<file path="config.mk">
export PLATFORM = sky130hd
export DESIGN_NAME = alu_issue
export DESIGN_NICKNAME = d
export VERILOG_FILES = /design/src/rtl/alu_issue.sv
export SDC_FILE = /design/constraint.sdc
export NUM_CORES = 1
export LEC_CHECK = 0
export CAP_MARGIN = 20
export CORE_MARGIN = 5
export CORE_UTILIZATION = 40
export CTS_BUF_LIST = sky130_fd_sc_hd__clkbuf_4
export CTS_CLUSTER_DIAMETER = 120
export DETAILED_ROUTE_END_ITERATION = 10
export GPL_ROUTABILITY_DRIVEN = 0
export GPL_TIMING_DRIVEN = 0
export PLACE_DENSITY = 0.67
export SLEW_MARGIN = 15
export SYNTH_ARGS = -nofsm -noshare
export SYNTH_HDL_FRONTEND = slang
export SYNTH_SLANG_ARGS = --single-unit
</file>
<file path="constraint.sdc">
create_clock -name clk -period 1.63 [get_ports clk]
set_input_delay 0.326 -clock clk [delete_from_list [all_inputs] [get_ports clk]]
set_output_delay 0.326 -clock clk [all_outputs]
set_load 0.005 [all_outputs]
</file>
<file path="src/rtl/alu_issue.sv">
// Issue/collect stage around the combinational ALU. A 2-entry FIFO feeds the ALU and a
// registered result goes to writeback. Illegal op codes are dropped and raise an abort pulse.
module alu_issue #(
    parameter int XLEN   = 32,
    parameter int ALUC_W = 5,
    parameter int RD_W   = 5
) (
    input  logic              clk,
    input  logic              rst_n,
    input  logic              flush,
    input  logic              in_valid,
    output logic              in_ready,
    input  logic [ALUC_W-1:0] in_aluc,
    input  logic [XLEN-1:0]   in_num1,
    input  logic [XLEN-1:0]   in_num2,
    input  logic [RD_W-1:0]   in_rd,
    output logic [ALUC_W-1:0] alu_aluc,
    output logic [XLEN-1:0]   alu_num1,
    output logic [XLEN-1:0]   alu_num2,
    input  logic [XLEN-1:0]   alu_result,
    output logic              out_valid,
    input  logic              out_ready,
    output logic [XLEN-1:0]   out_result,
    output logic [RD_W-1:0]   out_rd,
    output logic              abort,
    output logic [ALUC_W-1:0] abort_code
);

    localparam logic [ALUC_W-1:0] ALUC_LAST = ALUC_W'(15);

    logic [ALUC_W-1:0] aluc_mem_r [2];
    logic [XLEN-1:0]   num1_mem_r [2];
    logic [XLEN-1:0]   num2_mem_r [2];
    logic [RD_W-1:0]   rd_mem_r   [2];
    logic              wr_ptr_r;
    logic              rd_ptr_r;
    logic [1:0]        count_r;
    logic              out_valid_r;
    logic [XLEN-1:0]   out_result_r;
    logic [RD_W-1:0]   out_rd_r;
    logic              abort_r;
    logic [ALUC_W-1:0] abort_code_r;

    logic              nonempty_s;
    logic [ALUC_W-1:0] head_aluc_s;
    logic [XLEN-1:0]   head_num1_s;
    logic [XLEN-1:0]   head_num2_s;
    logic [RD_W-1:0]   head_rd_s;
    logic              head_illegal_s;
    logic              free_s;
    logic              enq_s;
    logic              deq_legal_s;
    logic              deq_illegal_s;
    logic              deq_s;

    // Head decode and handshake qualification; in_ready depends only on registered count
    always_comb begin
        nonempty_s     = (count_r != 2'd0);
        head_aluc_s    = aluc_mem_r[rd_ptr_r];
        head_num1_s    = num1_mem_r[rd_ptr_r];
        head_num2_s    = num2_mem_r[rd_ptr_r];
        head_rd_s      = rd_mem_r[rd_ptr_r];
        head_illegal_s = (head_aluc_s > ALUC_LAST);
        in_ready       = (count_r != 2'd2);
        free_s         = !out_valid_r || out_ready;
        enq_s          = in_valid && in_ready;
        deq_legal_s    = nonempty_s && !head_illegal_s && free_s;
        deq_illegal_s  = nonempty_s && head_illegal_s;
        deq_s          = deq_legal_s || deq_illegal_s;
    end

    // Empty FIFO presents ADD 0+0 so the ALU never sees stale operands
    always_comb begin
        if (nonempty_s) begin
            alu_aluc = head_aluc_s;
            alu_num1 = head_num1_s;
            alu_num2 = head_num2_s;
        end else begin
            alu_aluc = {ALUC_W{1'b0}};
            alu_num1 = {XLEN{1'b0}};
            alu_num2 = {XLEN{1'b0}};
        end
    end

    // FIFO storage write
    always_ff @(posedge clk or negedge rst_n) begin
        if (!rst_n) begin
            for (int i = 0; i < 2; i++) begin
                aluc_mem_r[i] <= {ALUC_W{1'b0}};
                num1_mem_r[i] <= {XLEN{1'b0}};
                num2_mem_r[i] <= {XLEN{1'b0}};
                rd_mem_r[i]   <= {RD_W{1'b0}};
            end
        end else if (!flush && enq_s) begin
            aluc_mem_r[wr_ptr_r] <= in_aluc;
            num1_mem_r[wr_ptr_r] <= in_num1;
            num2_mem_r[wr_ptr_r] <= in_num2;
            rd_mem_r[wr_ptr_r]   <= in_rd;
        end
    end

    // FIFO pointers and occupancy
    always_ff @(posedge clk or negedge rst_n) begin
        if (!rst_n) begin
            wr_ptr_r <= 1'b0;
            rd_ptr_r <= 1'b0;
            count_r  <= 2'd0;
        end else if (flush) begin
            wr_ptr_r <= 1'b0;
            rd_ptr_r <= 1'b0;
            count_r  <= 2'd0;
        end else begin
            if (enq_s) wr_ptr_r <= wr_ptr_r + 1'b1;
            if (deq_s) rd_ptr_r <= rd_ptr_r + 1'b1;
            case ({enq_s, deq_s})
                2'b10:   count_r <= count_r + 2'd1;
                2'b01:   count_r <= count_r - 2'd1;
                default: count_r <= count_r;
            endcase
        end
    end

    // Result register towards writeback; an illegal dequeue leaves it untouched
    always_ff @(posedge clk or negedge rst_n) begin
        if (!rst_n) begin
            out_valid_r  <= 1'b0;
            out_result_r <= {XLEN{1'b0}};
            out_rd_r     <= {RD_W{1'b0}};
        end else if (flush) begin
            out_valid_r <= 1'b0;
        end else if (deq_legal_s) begin
            out_valid_r  <= 1'b1;
            out_result_r <= alu_result;
            out_rd_r     <= head_rd_s;
        end else if (out_ready) begin
            out_valid_r <= 1'b0;
        end
    end

    // Abort pulse one cycle after an illegal op leaves the FIFO; the code is sticky
    always_ff @(posedge clk or negedge rst_n) begin
        if (!rst_n) begin
            abort_r      <= 1'b0;
            abort_code_r <= {ALUC_W{1'b0}};
        end else if (flush) begin
            abort_r <= 1'b0;
        end else begin
            abort_r <= deq_illegal_s;
            if (deq_illegal_s) abort_code_r <= head_aluc_s;
        end
    end

    assign out_valid  = out_valid_r;
    assign out_result = out_result_r;
    assign out_rd     = out_rd_r;
    assign abort      = abort_r;
    assign abort_code = abort_code_r;

endmodule

</file>
==> metrics.txt <==
CP Class=reg -> reg; CTS buffer count=17; crit path time final=2.23 ns; Sequential Area=4910 sq um; Clk pin slew, worst setup/hold paths=0.16 ns; TritonRoute pass-1 iters=4; TritonCTS Sinks=196; total gr overflow=0; FMAX=447 MHz; antenna violations before repair=2; Worst Hold Class=in -> reg; Final WS setup=-0.605 ns; IO Count=225; Worst Setup End Kind=flop; Yosys cell types=30; Routed WL per cell=20.9 um; Max VDD drop=0.439 mV; Power Density=1120 nW/um^2; Power Total=0.0154 W; num rows=53; mux contribution to synthesized area=34.8%; CTS Buffer Depth=2; hold_sp=flush; final wirelength=26.2 mm; P_leak=6.56 nW; via/cell ratio=4.99; R2R cell count=10; number of H-tree levels=4; Routed Antenna Nets=0; post-synthesis cell count=601; status=complete, but fails checks; Overall Global Routing Usage=21.0%; TritonCTS clock tree=done; vias in the first global route=7053; Final HPWL DP=15.6 mm; hold path depth=2; CP Max Fanout=6; CP Launch Type=flop; Die H=157 um; FF-to-FF Start=rd_ptr_r; Setup Skew=0.0181 ns; post-synthesis compound-gate area fraction=0.565%; Worst Max-Slew Pin Slew=0.734 ns; final hold violations=0; crit path DAT=2.71 ns; Critical Path Source=rd_ptr_r; syn nets=712; Synth Area in Simple Gates=4.57%; mapped cell area=8640 sq um; worst skew pair latency=0.58 ns; multi-input logic area=4270 sq um; Area Growth Syn to Fin=60.0%; full die area=24600 sq um; final worst-path cycle share=137%; area share of fa/ha/maj cells after synthesis=0%; Post-Syn Area per Cell=14.4 sq um; area of the core=21200 sq um; sequential area share after synthesis=56.7%; final setup violation count=263; unrepaired setup endpoints after global routing=yes; most frequent cells in the layout=dfrtp_1 (194), mux2_4 (185), clkdlybuf4s50_1 (108); Initial Util=40.9%; CP required=2.11 ns; nets=1073; CTS root buffer=clkbuf_4; PortBufs=223; pin count of the biggest net entering global routing=101; failing checks=setup timing; DRT iter0 DRCs=207; max-slew violations=0; Remaining DRCs=0; FILL cells=1548; first-pass GRT wire length=40.1 mm; max_cap viols=0; Die Wd=157 um; #FFs+latches synth=196; Post-Synth XOR/XNOR Area=0%; Vias=6253; Synth Warn #=0; leading cell type in the layout, fill and taps excluded=dfrtp_1; layout cells sized above 1=52.1%; setup total negative slack=-105.50 ns; main combinational cell family by area after synthesis=multiplexers; Slew HR=51.1%
-- kinds of logic (layout without fill, tap and decap cells) --
family | after synthesis | in the layout
AOI/OAI and AO/OA | 8 | 8
buffers and inverters | 44 | 417
and+or+nand+nor | 89 | 90
other | 0 | 3
muxes | 264 | 264
DFF | 196 | 196
-- area by class of cell --
class / instances / area share, %
Inverter: 6 / 0.163
Clock inverter: 15 / 0.878
Antenna cell: 3 / 0.0543
Multi-Input combinational cell: 362 / 30.9
Tap cell: 275 / 2.49
Timing Repair Buffer: 348 / 25.2
Buffer: 31 / 3.96
Sequential cell: 196 / 35.5
Clock buffer: 17 / 0.923
-- routing by layer --
metal  vias up  wire length, um  GRT usage [%]
li1       2829                -              -
met1      3182            11300           27.0
met2       207            12700           35.4
met3        35             1650           5.11
met4         0              523           6.45
met5         -                0              0
-- power breakdown --
part	total [W]	switching [W]	internal, W	leakage [nW]
clock network	0.00242	0.00177	0.000644	0.131
logic	0.00599	0.00197	0.00402	4.10
registers	0.00703	0.000831	0.00620	2.33
total	0.0154	0.00457	0.0109	6.56
-- state kept, by name (all words and copies together) (netlist names) --
| signal | flops |
|---|---|
| out_valid | 1 |
| aluc_mem_r | 10 |
| abort | 1 |
| rd_ptr_r | 1 |
| out_result | 32 |
| abort_code | 5 |
| wr_ptr_r | 1 |
| rd_mem_r | 10 |
| out_rd | 5 |
| num1_mem_r | 64 |
| count_r | 2 |
| num2_mem_r | 64 |
-- cell usage after synthesis, drive strengths merged --
master,n,area share [%]
a21o,1,0.087
a21oi,3,0.17
a22o,1,0.10
a31oi,2,0.14
buf,29,2.7
clkbuf,9,0.39
dfrtp,196,57
inv,6,0.26
mux2,191,26
mux2i,73,8.6
nand2,3,0.13
nand4,3,0.22
nand4b,1,0.10
nor2,72,3.2
nor2b,4,0.29
nor3,1,0.12
nor4,1,0.072
nor4b,1,0.28
o21ai,1,0.058
or2,2,0.14
or3,1,0.072
-- worst max-delay path, stage by stage (launching register included) --
cell     delay [ns]
dfrtp_1        0.40
buf_6          0.14
buf_4          0.13
buf_6          0.11
mux2i_4        0.23
buf_6          0.14
nor4b_4        0.24
buf_6          0.22
buf_12         0.13
buf_12         0.11
mux2_4         0.30
-- metrics by stage --
| step | area (sq um) | util, % | worst slack [ns] | cells | hold slack, ns |
|---|---|---|---|---|---|
| finish | 13800 | 65.4 | -0.605 | 1253 | 0.128 |
| global route | 13800 | 65.3 | -0.672 | 1252 | 0.0899 |
| CTS | 13800 | 65.0 | -0.674 | 1252 | 0.0528 |
| detailed placement | 11300 | 53.2 | -1.04 | 1100 | 0.400 |
| global placement | 11200 | 53.1 | -7.52 | 1099 | 0.456 |
| floorplan | 8650 | - | -0.118 | 601 | 0.0304 |
-- repair_timing --
action                                 4_1_cts  5_1_grt
setup endpoints to repair                  301      287
cloned                                      31        1
endpoints found under the hold margin       96        0
hold buffers                                 1        0
gates resized for setup                    661      156
setup buffers                               90       30
pin swaps                                   35       43
-- worst paths after layout --
check	slack (ns)	end
worst max register to register	-0.60	out_result[21]
worst min register to register	0.53	num1_mem_r[59]
worst max-delay path	-0.60	out_result[21]
worst min-delay path	0.13	wr_ptr_r
min in group asynchronous	0.33	out_result[29]
max in group asynchronous	0.34	count_r[0]
No activity file was read; power rests on OpenSTA's default activity.
